### src/rtl/counter_cmd_sequencer.sv
// rtl/counter_cmd_sequencer.sv - command-driven strobe sequencer for the 8-bit programmable counter
//
// Purpose: accepts LOAD / STEP_UP / STEP_DOWN commands on a valid/ready port and
// produces slow, well-separated enable/clk_in/load/up_down/in levels so the
// counter's 3-stage synchronised edge detectors see every edge exactly once.
//
// Ports:
//   clk, rst_n        clock, asynchronous active-low reset
//   cmd_valid_i       command offered
//   cmd_ready_o       idle; command accepted when cmd_valid_i & cmd_ready_o at posedge
//   cmd_op_i[1:0]     00 NOP, 01 LOAD, 10 STEP_UP, 11 STEP_DOWN
//   cmd_data_i[7:0]   LOAD value, or STEP count (0 = none)
//   busy_o            command in progress
//   done_o            one-cycle completion pulse
//   cnt_enable_o      counter enable
//   cnt_clk_in_o      counter step strobe
//   cnt_load_o        counter load strobe
//   cnt_up_down_o     counter direction (1 = up)
//   cnt_in_o[7:0]     counter load value
//   shadow_count_o    predicted counter value (0 unless shadow enabled)
//
// Configuration: define COUNTER_SEQ_SHADOW_EN to build the shadow counter.

module counter_cmd_sequencer #(
    parameter int PULSE_HI = 4,
    parameter int PULSE_LO = 4,
    parameter int SETUP    = 4,
    parameter int HOLD     = 4
) (
    input  logic       clk,
    input  logic       rst_n,
    input  logic       cmd_valid_i,
    output logic       cmd_ready_o,
    input  logic [1:0] cmd_op_i,
    input  logic [7:0] cmd_data_i,
    output logic       busy_o,
    output logic       done_o,
    output logic       cnt_enable_o,
    output logic       cnt_clk_in_o,
    output logic       cnt_load_o,
    output logic       cnt_up_down_o,
    output logic [7:0] cnt_in_o,
    output logic [7:0] shadow_count_o
);

    localparam logic [1:0] OP_NOP  = 2'b00;
    localparam logic [1:0] OP_LOAD = 2'b01;
    localparam logic [1:0] OP_UP   = 2'b10;

    // Timers count down from (cycles - 1) so each state lasts exactly its parameter.
    localparam logic [15:0] SETUP_T = 16'(SETUP - 1);
    localparam logic [15:0] HI_T    = 16'(PULSE_HI - 1);
    localparam logic [15:0] LO_T    = 16'(PULSE_LO - 1);
    localparam logic [15:0] HOLD_T  = 16'(HOLD - 1);

    typedef enum logic [2:0] {
        S_IDLE,
        S_SETUP,
        S_HIGH,
        S_LOW,
        S_HOLD
    } state_t;

    state_t      state_q;
    logic [15:0] timer_q;
    logic [7:0]  remaining_q;
    logic        is_load_q;
    logic        cmd_ready_q;
    logic        busy_q;
    logic        done_q;
    logic        enable_q;
    logic        clk_in_q;
    logic        load_q;
    logic        up_down_q;
    logic [7:0]  cnt_in_q;
    logic        accept_w;

    assign accept_w = cmd_valid_i & cmd_ready_q;

    always_ff @(posedge clk or negedge rst_n) begin
        if (!rst_n) begin
            state_q     <= S_IDLE;
            timer_q     <= 16'd0;
            remaining_q <= 8'd0;
            is_load_q   <= 1'b0;
            cmd_ready_q <= 1'b0;
            busy_q      <= 1'b0;
            done_q      <= 1'b0;
            enable_q    <= 1'b0;
            clk_in_q    <= 1'b0;
            load_q      <= 1'b0;
            up_down_q   <= 1'b1;
            cnt_in_q    <= 8'h00;
        end else begin
            done_q <= 1'b0;
            case (state_q)
                S_IDLE: begin
                    cmd_ready_q <= 1'b1;
                    if (accept_w) begin
                        if (cmd_op_i == OP_NOP) begin
                            done_q <= 1'b1;
                        end else if (cmd_op_i == OP_LOAD) begin
                            cnt_in_q    <= cmd_data_i;
                            is_load_q   <= 1'b1;
                            state_q     <= S_SETUP;
                            timer_q     <= SETUP_T;
                            cmd_ready_q <= 1'b0;
                            busy_q      <= 1'b1;
                            enable_q    <= 1'b1;
                        end else if (cmd_data_i == 8'd0) begin
                            // Zero-length step: complete without touching any counter input.
                            done_q <= 1'b1;
                        end else begin
                            remaining_q <= cmd_data_i;
                            up_down_q   <= (cmd_op_i == OP_UP);
                            is_load_q   <= 1'b0;
                            state_q     <= S_SETUP;
                            timer_q     <= SETUP_T;
                            cmd_ready_q <= 1'b0;
                            busy_q      <= 1'b1;
                            enable_q    <= 1'b1;
                        end
                    end
                end
                S_SETUP: begin
                    if (timer_q == 16'd0) begin
                        state_q <= S_HIGH;
                        timer_q <= HI_T;
                        if (is_load_q) begin
                            load_q <= 1'b1;
                        end else begin
                            clk_in_q <= 1'b1;
                        end
                    end else begin
                        timer_q <= timer_q - 16'd1;
                    end
                end
                S_HIGH: begin
                    if (timer_q == 16'd0) begin
                        state_q  <= S_LOW;
                        timer_q  <= LO_T;
                        load_q   <= 1'b0;
                        clk_in_q <= 1'b0;
                        if (!is_load_q) begin
                            remaining_q <= remaining_q - 8'd1;
                        end
                    end else begin
                        timer_q <= timer_q - 16'd1;
                    end
                end
                S_LOW: begin
                    if (timer_q == 16'd0) begin
                        if (is_load_q || remaining_q == 8'd0) begin
                            state_q <= S_HOLD;
                            timer_q <= HOLD_T;
                        end else begin
                            state_q  <= S_HIGH;
                            timer_q  <= HI_T;
                            clk_in_q <= 1'b1;
                        end
                    end else begin
                        timer_q <= timer_q - 16'd1;
                    end
                end
                S_HOLD: begin
                    if (timer_q == 16'd0) begin
                        state_q     <= S_IDLE;
                        enable_q    <= 1'b0;
                        done_q      <= 1'b1;
                        busy_q      <= 1'b0;
                        cmd_ready_q <= 1'b1;
                    end else begin
                        timer_q <= timer_q - 16'd1;
                    end
                end
                default: begin
                    state_q <= S_IDLE;
                end
            endcase
        end
    end

    assign cmd_ready_o   = cmd_ready_q;
    assign busy_o        = busy_q;
    assign done_o        = done_q;
    assign cnt_enable_o  = enable_q;
    assign cnt_clk_in_o  = clk_in_q;
    assign cnt_load_o    = load_q;
    assign cnt_up_down_o = up_down_q;
    assign cnt_in_o      = cnt_in_q;

`ifdef COUNTER_SEQ_SHADOW_EN
    logic [7:0] shadow_q;
    logic       hi_entry_w;

    // Every transition into HIGH is one edge the counter will act on.
    assign hi_entry_w = (timer_q == 16'd0) &&
                        ((state_q == S_SETUP) ||
                         (state_q == S_LOW && !is_load_q && remaining_q != 8'd0));

    always_ff @(posedge clk or negedge rst_n) begin
        if (!rst_n) begin
            shadow_q <= 8'h00;
        end else if (hi_entry_w) begin
            if (is_load_q) begin
                shadow_q <= cnt_in_q;
            end else if (up_down_q) begin
                shadow_q <= shadow_q + 8'd1;
            end else begin
                shadow_q <= shadow_q - 8'd1;
            end
        end
    end

    assign shadow_count_o = shadow_q;
`else
    assign shadow_count_o = 8'h00;
`endif

endmodule

### config.mk
export PLATFORM = sky130hd
export DESIGN_NAME = counter_cmd_sequencer
export DESIGN_NICKNAME = d
export VERILOG_FILES = /design/src/rtl/counter_cmd_sequencer.sv
export SDC_FILE = /design/constraint.sdc
export NUM_CORES = 1
export LEC_CHECK = 0
export ABC_AREA = 1
export ABC_CLOCK_PERIOD_IN_PS = 2400
export CAP_MARGIN = 20
export CELL_PAD_IN_SITES_DETAIL_PLACEMENT = 0
export CELL_PAD_IN_SITES_GLOBAL_PLACEMENT = 1
export CORE_ASPECT_RATIO = 1.4
export CORE_MARGIN = 10
export CORE_UTILIZATION = 40
export DETAILED_ROUTE_END_ITERATION = 10
export GPL_ROUTABILITY_DRIVEN = 0
export GPL_TIMING_DRIVEN = 0
export PLACE_DENSITY = 0.91
export SLEW_MARGIN = 20
export SYNTH_ARGS = -nofsm -noshare
export SYNTH_HDL_FRONTEND = slang
export SYNTH_SLANG_ARGS = --single-unit
### constraint.sdc
create_clock -name clk -period 2.4 [get_ports clk]
set_input_delay 0.36 -clock clk [delete_from_list [all_inputs] [get_ports clk]]
set_output_delay 0.36 -clock clk [all_outputs]
set_load 0.01 [all_outputs]
Yosys cells after proc, flatten, opt, wreduce, memory -nomap -nowiden
Cells that the tools add are included.
{ "word_totals": {"reg_bits": 42, "in_bits": 13, "out_inout_bits": 23, "elab_cells": 109} }
{ "op_classes": {"n_addsub": 2, "eq_ne": 21, "muxes": 49, "bitwise": 4, "n_reduce_logical": 22} }
{ "ops": {"columns": ["cell", "n"], "rows": [
  ["$mux 16", 6],
  ["$mux 8", 6],
  ["$pmux 16 s3", 1],
  ["$ne 2x2->1 const B", 14],
  ["$mux 3", 9],
  ["$mux 1", 20],
  ["$logic_not 16->1", 1],
  ["$logic_not 8->1", 2],
  ["$pmux 8 s2", 1],
  ["$sub 16x1->16 const B", 1],
  ["$pmux 3 s5", 1],
  ["$reduce_and 5->1", 3],
  ["$reduce_and 7->1", 2],
  ["$reduce_and 4->1", 3],
  ["$pmux 1 s2", 4],
  ["$sub 8x1->8 const B", 1],
  ["$eq 3x2->1 const B", 2],
  ["$reduce_and 6->1", 1],
  ["$reduce_bool 2->1", 3],
  ["$reduce_bool 3->1", 2],
  ["$eq 3x1->1 const B", 1],
  ["$eq 3x3->1 const B", 1],
  ["$logic_not 3->1", 1],
  ["$ne 3x3->1 const B", 1],
  ["other kinds (9)", 11]
]} }

Logic depth before layout (Yosys ltp)
Gate-level depths: netlist of the first run.
{ "depth": {"word_depth": 6, "mapped_depth": 11, "mapped_depth_nobuf": 11} }

Worst setup path before layout of the first run
No wires, ideal clock.
{ "synth_path": {"kind": "flip-flop to flip-flop", "from": "register timer_q[0]", "to": "register remaining_q[5]", "setup_ns": 0.118, "t_arrival_ns": 1.559, "required_time_ns": 2.282, "slack_ns": 0.723, "path_stages_with_launch": 12, "path_buffers": 0, "synth_period_minus_slack_ns": 1.677, "cell_sequence": "dfrtp_1 -> inv_1 -> ha_1 -> nand2_1 -> nor2_1 -> nand2_1 -> nor2_1 -> nand3_1 -> nand2_2 -> nand2_2 -> nand2_1 -> nand2_1"} }
{ "synth_between": {"elab_chain_cells": 3} }
{ "synth_rtl": {"columns": ["element", "line_no", "rtl"], "rows": [
  ["from (decl)", "65", "logic [15:0] timer_q;"],
  ["from (signal assigned)", "135", "timer_q <= timer_q - 16'd1;"],
  ["from (signal assigned)", "148", "timer_q <= timer_q - 16'd1;"],
  ["from (signal assigned)", "162", "timer_q <= timer_q - 16'd1;"],
  ["$logic_not 16->1", "139", "if (timer_q == 16'd0) begin"],
  ["$ne 2x2->1 (no line)", null, null],
  ["$reduce_and 7->1 (no line)", null, null],
  ["to (signal assigned)", "114", "remaining_q <= cmd_data_i;"],
  ["to (signal assigned)", "145", "remaining_q <= remaining_q - 8'd1;"],
  ["to (decl)", "66", "logic [7:0] remaining_q;"]
]} }
Every way passes these cells.
A chain may end at the register's enable or synchronous reset.

Final worst setup path of the first run
{ "layout_path": {"from": "register timer_q[0]", "to": "register remaining_q[7]"} }
Same word-level chain as after synthesis.

==> results of run 1 <==
power breakdown:
| group | switching (mW) | internal, mW |
|---|---|---|
| sequential | 0 | 0.707 |
| clock | 0.257 | 0.291 |
| combinational | 0.0354 | 0.0318 |
cell usage in the layout (no fill, tap or decap):
cell             Yosys  layout
inv_1               43      43
nor2_4               4       4
nand2_1            142     142
nor2_1              44      44
nand3b_1             1       1
buf_12               0       1
a21oi_1              3       3
o21a_1               1       1
clkbuf_8             0       8
nand2_2              7       7
nand3_1             42      42
o21ai_1              8       8
xor2_1               5       5
clkdlybuf4s50_1      0      26
o22ai_1              1       1
conb_1               1       8
nor3_1               3       3
dfstp_2              1       1
dfrtp_1             41      41
inv_2                5       5
nor2_2               3       3
buf_6                1       1
ha_1                 2       2
mux2_2               3       3
and2_1               1       1
clkinv_1             1       1
nand4_1              7       7
dlygate4sd3_1        0       1
o21ai_0             21      21
a21oi_4              1       1
buf_2                4       5
buf_4               10      10
o21bai_1             1       1
per-layer routing:
| metal | GRT usage | vias up |
|---|---|---|
| li1 | - | 1345 |
| met5 | 0 | - |
| met3 | 0.0325 | 9 |
| met4 | 0.0429 | 0 |
| met1 | 0.136 | 1203 |
| met2 | 0.241 | 45 |
flip-flops by register name, indices dropped and copies added, names as in the netlist:
register / flops
state_q: 3
cmd_ready_o: 1
cnt_clk_in_o: 1
is_load_q: 1
cnt_enable_o: 1
cnt_in_o: 8
done_o: 1
remaining_q: 8
cnt_load_o: 1
cnt_up_down_o: 1
timer_q: 16
metrics by stage:
step / TNS (ns) / setup slack, ns
global placement: -11.93 / -0.293
finish: 0 / 0.329
global route: 0 / 0.0828
detailed placement: 0 / 0.336
CTS: 0 / 0.349
floorplan: 0 / 0.723
critical path, delay by kind of cell, from the launching register on:
kind | cells | cell delay (ns)
AND/OR/NAND/NOR | 9 | 1.20
flip-flops | 1 | 0.42
adder cells (fa/ha/maj) | 1 | 0.22
buffers and inverters | 1 | 0.11
final cells by class:
type                    instances  area share
inverters                      49      0.0560
well taps                      92      0.0351
flip-flops and latches         42       0.321
multi-input cells             308       0.432
plain buffers                  15      0.0324
clock buffers                   8      0.0335
repair buffers                 29      0.0900
worst max-delay path by stage:
stage,endpoint,slack [ns],cells after the start
after global placement,remaining_q[0],-0.29,1
after CTS,remaining_q[5],0.35,11
final,remaining_q[7],0.33,11
after floorplan,remaining_q[5],0.72,11
after detailed placement,timer_q[5],0.34,10
after global routing,remaining_q[2],0.08,11
kinds of logic after synthesis:
logic type | Yosys count | synth area share
AO/OA/AOI/OAI | 36 | 0.0723
XOR/XNOR | 5 | 0.0160
adder cells (fa/ha/maj) | 2 | 0.00915
buffers and inverters | 64 | 0.106
flip-flops | 42 | 0.385
multiplexers | 3 | 0.0124
other | 1 | 0.00137
AND/OR/NAND/NOR | 254 | 0.398
what timing repair did:
item / CTS / global route
hold buffers: 1 / 0
setup buffers: 0 / 0
endpoints found under the hold margin: 15 / 0
setup endpoints to repair: 0 / 0
==> metrics.md, run 1 <==
| Metric | Value |
|---|---|
| Number of global-route vias before repair | 2599 |
| Boundary Pins | 36 |
| Synth cell count leaders | 142 x nand2_1, 44 x nor2_1, 43 x inv_1 |
| Chip width | 89.9 um |
| Port Buffers | 27 |
| Synth cell types | 29 |
| Root Driver | clkbuf_8 |
| Peak VDD IR | 0.255 mV |
| Setup violations, final | 0 |
| First-pass GRT wire length | 11.7 mm |
| Detailed-placement wirelength estimate | 5.36 mm |
| Count leader, synth | nand2_1 |
| Utilization after layout | 0.496 |
| Initial antenna violation count | 0 |
| Most frequent cell on the critical path | nand2_1 |
| WL met1 | 2.79 mm |
| LEAKAGE | 1.66 nW |
| Area Overhead vs Synth | 20.0% |
| Die area | 10600 um^2 |
| RR Startpoint | timer_q[0] |
| Worst Hold End | remaining_q[1] |
| R2r worst-path depth | 11 |
| # DRC | 0 |
| Fillers | 682 |
| Critical Path RT | 2.59 ns |
| Clock Path Buffers | 2 |
| Register Area | 1050 um^2 |
| Largest net degree at the start of global routing | 27 |
| CP peak stage delay | 0.42 ns |
| Num CTS Buffers | 5 |
| Total power draw | 1.32 mW |
| Worst Hold Launch | remaining_q[1] |
| Design area | 3280 um^2 |
| Pwr/cell area | 403 nW/um^2 |
| Starting density of the core | 0.414 |
| Core Box Area | 6610 um^2 |
| Yosys top cell area share | 0.375 |
| Hold Path Class | reg -> reg |
| Ys async rst share | 1.00 |
| Antenna cell count | 0 |
| Data arrival, critical path | 2.26 ns |
| Clk_lat worst skew | 0.30 ns |
| Worst Setup SP | timer_q[0] |
| Metal3 WL | 351 um |
| Hold Vio Cnt, Final | 0 |
| R2r endpoint | remaining_q[7] |
| Rows | 35 |
| Die height | 118 um |
| Fmax | 0.483 GHz |
| WHS | 0.474 ns |
| Final cell count without fillers | 543 |
| Wire per inst | 12.8 um |
| Synth Flop Type | dfrtp_1 |
| Slowest stage cell, crit path | dfrtp_1 |
| Dpl cells | 534 |
| Syn Inst Count | 407 |
| EDFF count, synth | 0 |
| Layout cells sized above 1 | 0.109 |
| TritonCTS clock tree | built |
| Highest routed layer | met4 |
| Final wirelength | 6.96 mm |
| Max-Cap Viols | 0 |
| Fin crit period | 2.07 ns |
| H-tree depth | 2 |
| Multi-input logic area | 1420 um^2 |
| Sink Count | 42 |
| Crit share post-route | 0.863 |
| Post-route ant nets | 0 |
| WL met2 | 3.70 mm |
| Total number of vias | 2602 |
| CP Launch Type | flop |
| 1st-pass router iterations | 5 |
| Maximum fanout along the worst path | 9 |
| Top post-synthesis cells by area | dfrtp_1 38%, nand2_1 19%, nand3_1 7.7%, nor2_1 6.0%, inv_1 5.9% |
| Status | finished, final reports clean |
| Post-cts resize count | 0 |
| Clock Skew | 0.00741 ns |
| Routed vias/inst | 4.79 |
| R2r setup slk | 0.33 ns |
| Hold Path Depth | 2 |
| Placed cell areas | 3160 um^2 |
| Sequential share of the synthesized area | 0.385 |
| All-Layer GR Usage | 0.129 |
| Post-Syn Area per Cell | 6.72 um^2 |
| Mapped Area | 2740 um^2 |
| Reg clk slew, reported paths | 0.09 ns |
| Critical path capture point type | flop |
| RSZ-0062 raised after global routing | no |
| Final slew viol count | 0 |
| Nets | 465 |
| 1st-iter DRT viols | 107 |
| Yosys reg bits | 42 |
| Critical Path, Cell by Cell | inv_1 -> ha_1 -> nand2_1 -> nor2_1 -> nand2_1 -> nor2_1 -> nand3_1 -> nand2_2 -> nand2_2 -> nand2_1 -> nand2_1 |
| Total congestion overflow | 0 |
| Yosys warning count | 0 |
| Setup CP Type | reg -> reg |
| Cell taking the most area after synthesis | dfrtp_1 |
Power figures use the tool's default switching activity.
==> run 2, diff against run 1 <==
--- a/config.mk
+++ b/config.mk
@@ -17,6 +17,7 @@
 export GPL_ROUTABILITY_DRIVEN = 0
 export GPL_TIMING_DRIVEN = 0
 export PLACE_DENSITY = 0.91
+export REMOVE_ABC_BUFFERS = 1
 export SLEW_MARGIN = 20
 export SYNTH_ARGS = -nofsm -noshare
 export SYNTH_HDL_FRONTEND = slang
==> run 2 against run 1 <==
Net effect: non-clock buffer count is 15 lower; via count is 2.3% lower; worst setup slack got worse by 0.079 ns; count of clock-buffer cells in the layout shrank 1; clock skew grew 0.0044 ns; final area shrank 3.3%; total power increased by 1.1%; routed wire length is 2.0% lower; flip-flop and latch count is the same; die area is the same; hold slack better by 0.0017 ns; combinational power down 15%; largest cell class unchanged; highest routed layer unchanged.
==> metrics.md, run 2 (same netlist as run 1, synthesis figures left out) <==
| Metric | Value |
|---|---|
| Combinational Power Share | 0.042 |
| Critical Path RT | 2.60 ns |
| Pwr/cell area | 421 nW/um^2 |
| Total number of vias | 2543 |
| Max_slew headroom | 0.345 |
| 1st-iter DRT viols | 134 |
| Post-route ant nets | 0 |
| LEAKAGE | 1.59 nW |
| Die area | 10600 um^2 |
| Data arrival, critical path | 2.35 ns |
| Setup TNS | 0 ns |
| Routed vias/inst | 4.82 |
| Fmax | 0.465 GHz |
| Largest net degree at the start of global routing | 30 |
| Dpl cells | 519 |
| Peak VDD IR | 0.292 mV |
| Sequential Power Share | 0.529 |
| Total power draw | 1.34 mW |
| Final wirelength | 6.82 mm |
| Biggest register | timer_q |
| Nets | 450 |
| Final slew viol count | 0 |
| Worst setup slack after placement | 0.157 ns |
| Final cell count without fillers | 528 |
| Fillers | 695 |
| H-tree depth | 2 |
| Clock Path Buffers | 2 |
| Maximum fanout along the worst path | 14 |
| Root Driver | clkbuf_8 |
| R2r setup slk | 0.25 ns |
| Chip width | 89.9 um |
| Wire per inst | 12.9 um |
| Die height | 118 um |
| Commonest non-fill, non-tap cells in the layout | 142 x nand2_1, 43 x inv_1, 43 x nor2_1 |
| Clock power share | 0.428 |
| Hold Vio Cnt, Final | 0 |
| Rows | 35 |
| Core Box Area | 6610 um^2 |
| CP Launch Type | flop |
| Crit share post-route | 0.896 |
| Sw Pwr | 0.294 mW |
| Clock Skew | 0.0118 ns |
| All-Layer GR Usage | 0.131 |
| Starting density of the core | 0.414 |
| Setup CP Type | reg -> reg |
| Worst Max-Slew Pin Slew | 0.979 ns |
| Layout cells sized above 1 | 0.0757 |
| Setup slack after layout | 0.249 ns |
| Initial antenna violation count | 0 |
| Port Buffers | 27 |
| Num CTS Buffers | 5 |
| Reg clk slew, reported paths | 0.08 ns |
| Number of global-route vias before repair | 2529 |
| Setup violations, final | 0 |
| Max FFs per register | 16 |
| Max-Cap Viols | 0 |
| Detailed-placement wirelength estimate | 5.13 mm |
| Fin crit period | 2.15 ns |
| Antenna cell count | 0 |
| Total congestion overflow | 0 |
| Status | finished, final reports clean |
| Int Power | 1.04 mW |
| Hold Path Class | reg -> reg |
| Most common cell after layout, fill and taps aside | nand2_1 |
| Sink Count | 42 |
| First-pass GRT wire length | 11.8 mm |
| TritonCTS clock tree | built |
| Critical path capture point type | flop |
| Clk_lat worst skew | 0.30 ns |
| Switch share | 0.220 |
| Boundary Pins | 36 |
| 1st-pass router iterations | 4 |
| Area Overhead vs Synth | 16.1% |
| # DRC | 0 |
| RSZ-0062 raised after global routing | no |
| WHS | 0.476 ns |
run 2: power groups by stage:
stage | clock network [mW] | registers, mW | logic, mW
floorplan | 0 | 0.721 | 0.0129
global placement | 0 | 0.721 | 0.0528
detailed placement | 0 | 0.721 | 0.0565
CTS | 0.591 | 0.707 | 0.0578
global route | 0.610 | 0.707 | 0.0635
finish | 0.572 | 0.707 | 0.0568
run 2: final timing paths:
path / start / endpoint / cells after the start
worst max-delay path: state_q[1] / state_q[1] / 9
min in group asynchronous: rst_n / timer_q[3] / 2
worst max register to register: state_q[1] / state_q[1] / 9
worst min register to register: remaining_q[1] / remaining_q[1] / 2
max in group asynchronous: rst_n / cnt_up_down_o / 3
worst min-delay path: remaining_q[1] / remaining_q[1] / 2
run 2: critical path, cell delays in order, from the launching register on:
cell	delay [ns]
dfrtp_1	0.46
nor2_2	0.09
nor2_1	0.75
inv_1	0.19
nand2_1	0.12
nand2_1	0.11
inv_2	0.12
nor2_1	0.07
nand3_1	0.08
nand2_1	0.05
run 2: timing repair:
item	4_1_cts	5_1_grt
endpoints found under the hold margin	13	0
hold buffers	1	0
resized for setup	0	1
buffers inserted	0	0
setup endpoints to repair	0	8
run 2: layout make-up:
class	count	area (um^2)	share of cell area
Multi-Input combinational cell	308	1420	0.448
Sequential cell	42	1050	0.331
Timing Repair Buffer	29	295	0.0930
Inverter	49	184	0.0579
Tap cell	92	115	0.0363
Clock buffer	7	76.3	0.0240
Clock inverter	1	30.0	0.00946
run 2: layer usage:
| metal | global-route usage | vias to the layer above | part of all wire |
|---|---|---|---|
| li1 | - | 1321 | - |
| met1 | 0.142 | 1174 | 0.41 |
| met2 | 0.238 | 39 | 0.53 |
| met3 | 0.0306 | 9 | 0.037 |
| met4 | 0.0479 | 0 | 0.017 |
| met5 | 0 | - | 0 |
run 2: metrics by stage:
stage | cell area (um^2) | util
floorplan | 2660 | -
global placement | 3040 | 0.460
detailed placement | 3060 | 0.462
CTS | 3170 | 0.480
global route | 3170 | 0.480
finish | 3170 | 0.480
==> run 3, diff against run 2 <==
--- a/config.mk
+++ b/config.mk
@@ -13,6 +13,7 @@
 export CORE_ASPECT_RATIO = 1.4
 export CORE_MARGIN = 10
 export CORE_UTILIZATION = 40
+export CTS_CLUSTER_DIAMETER = 50
 export DETAILED_ROUTE_END_ITERATION = 10
 export GPL_ROUTABILITY_DRIVEN = 0
 export GPL_TIMING_DRIVEN = 0
==> results of run 3 <==
Final layout, timing and power as in run 2 (identical DEF).
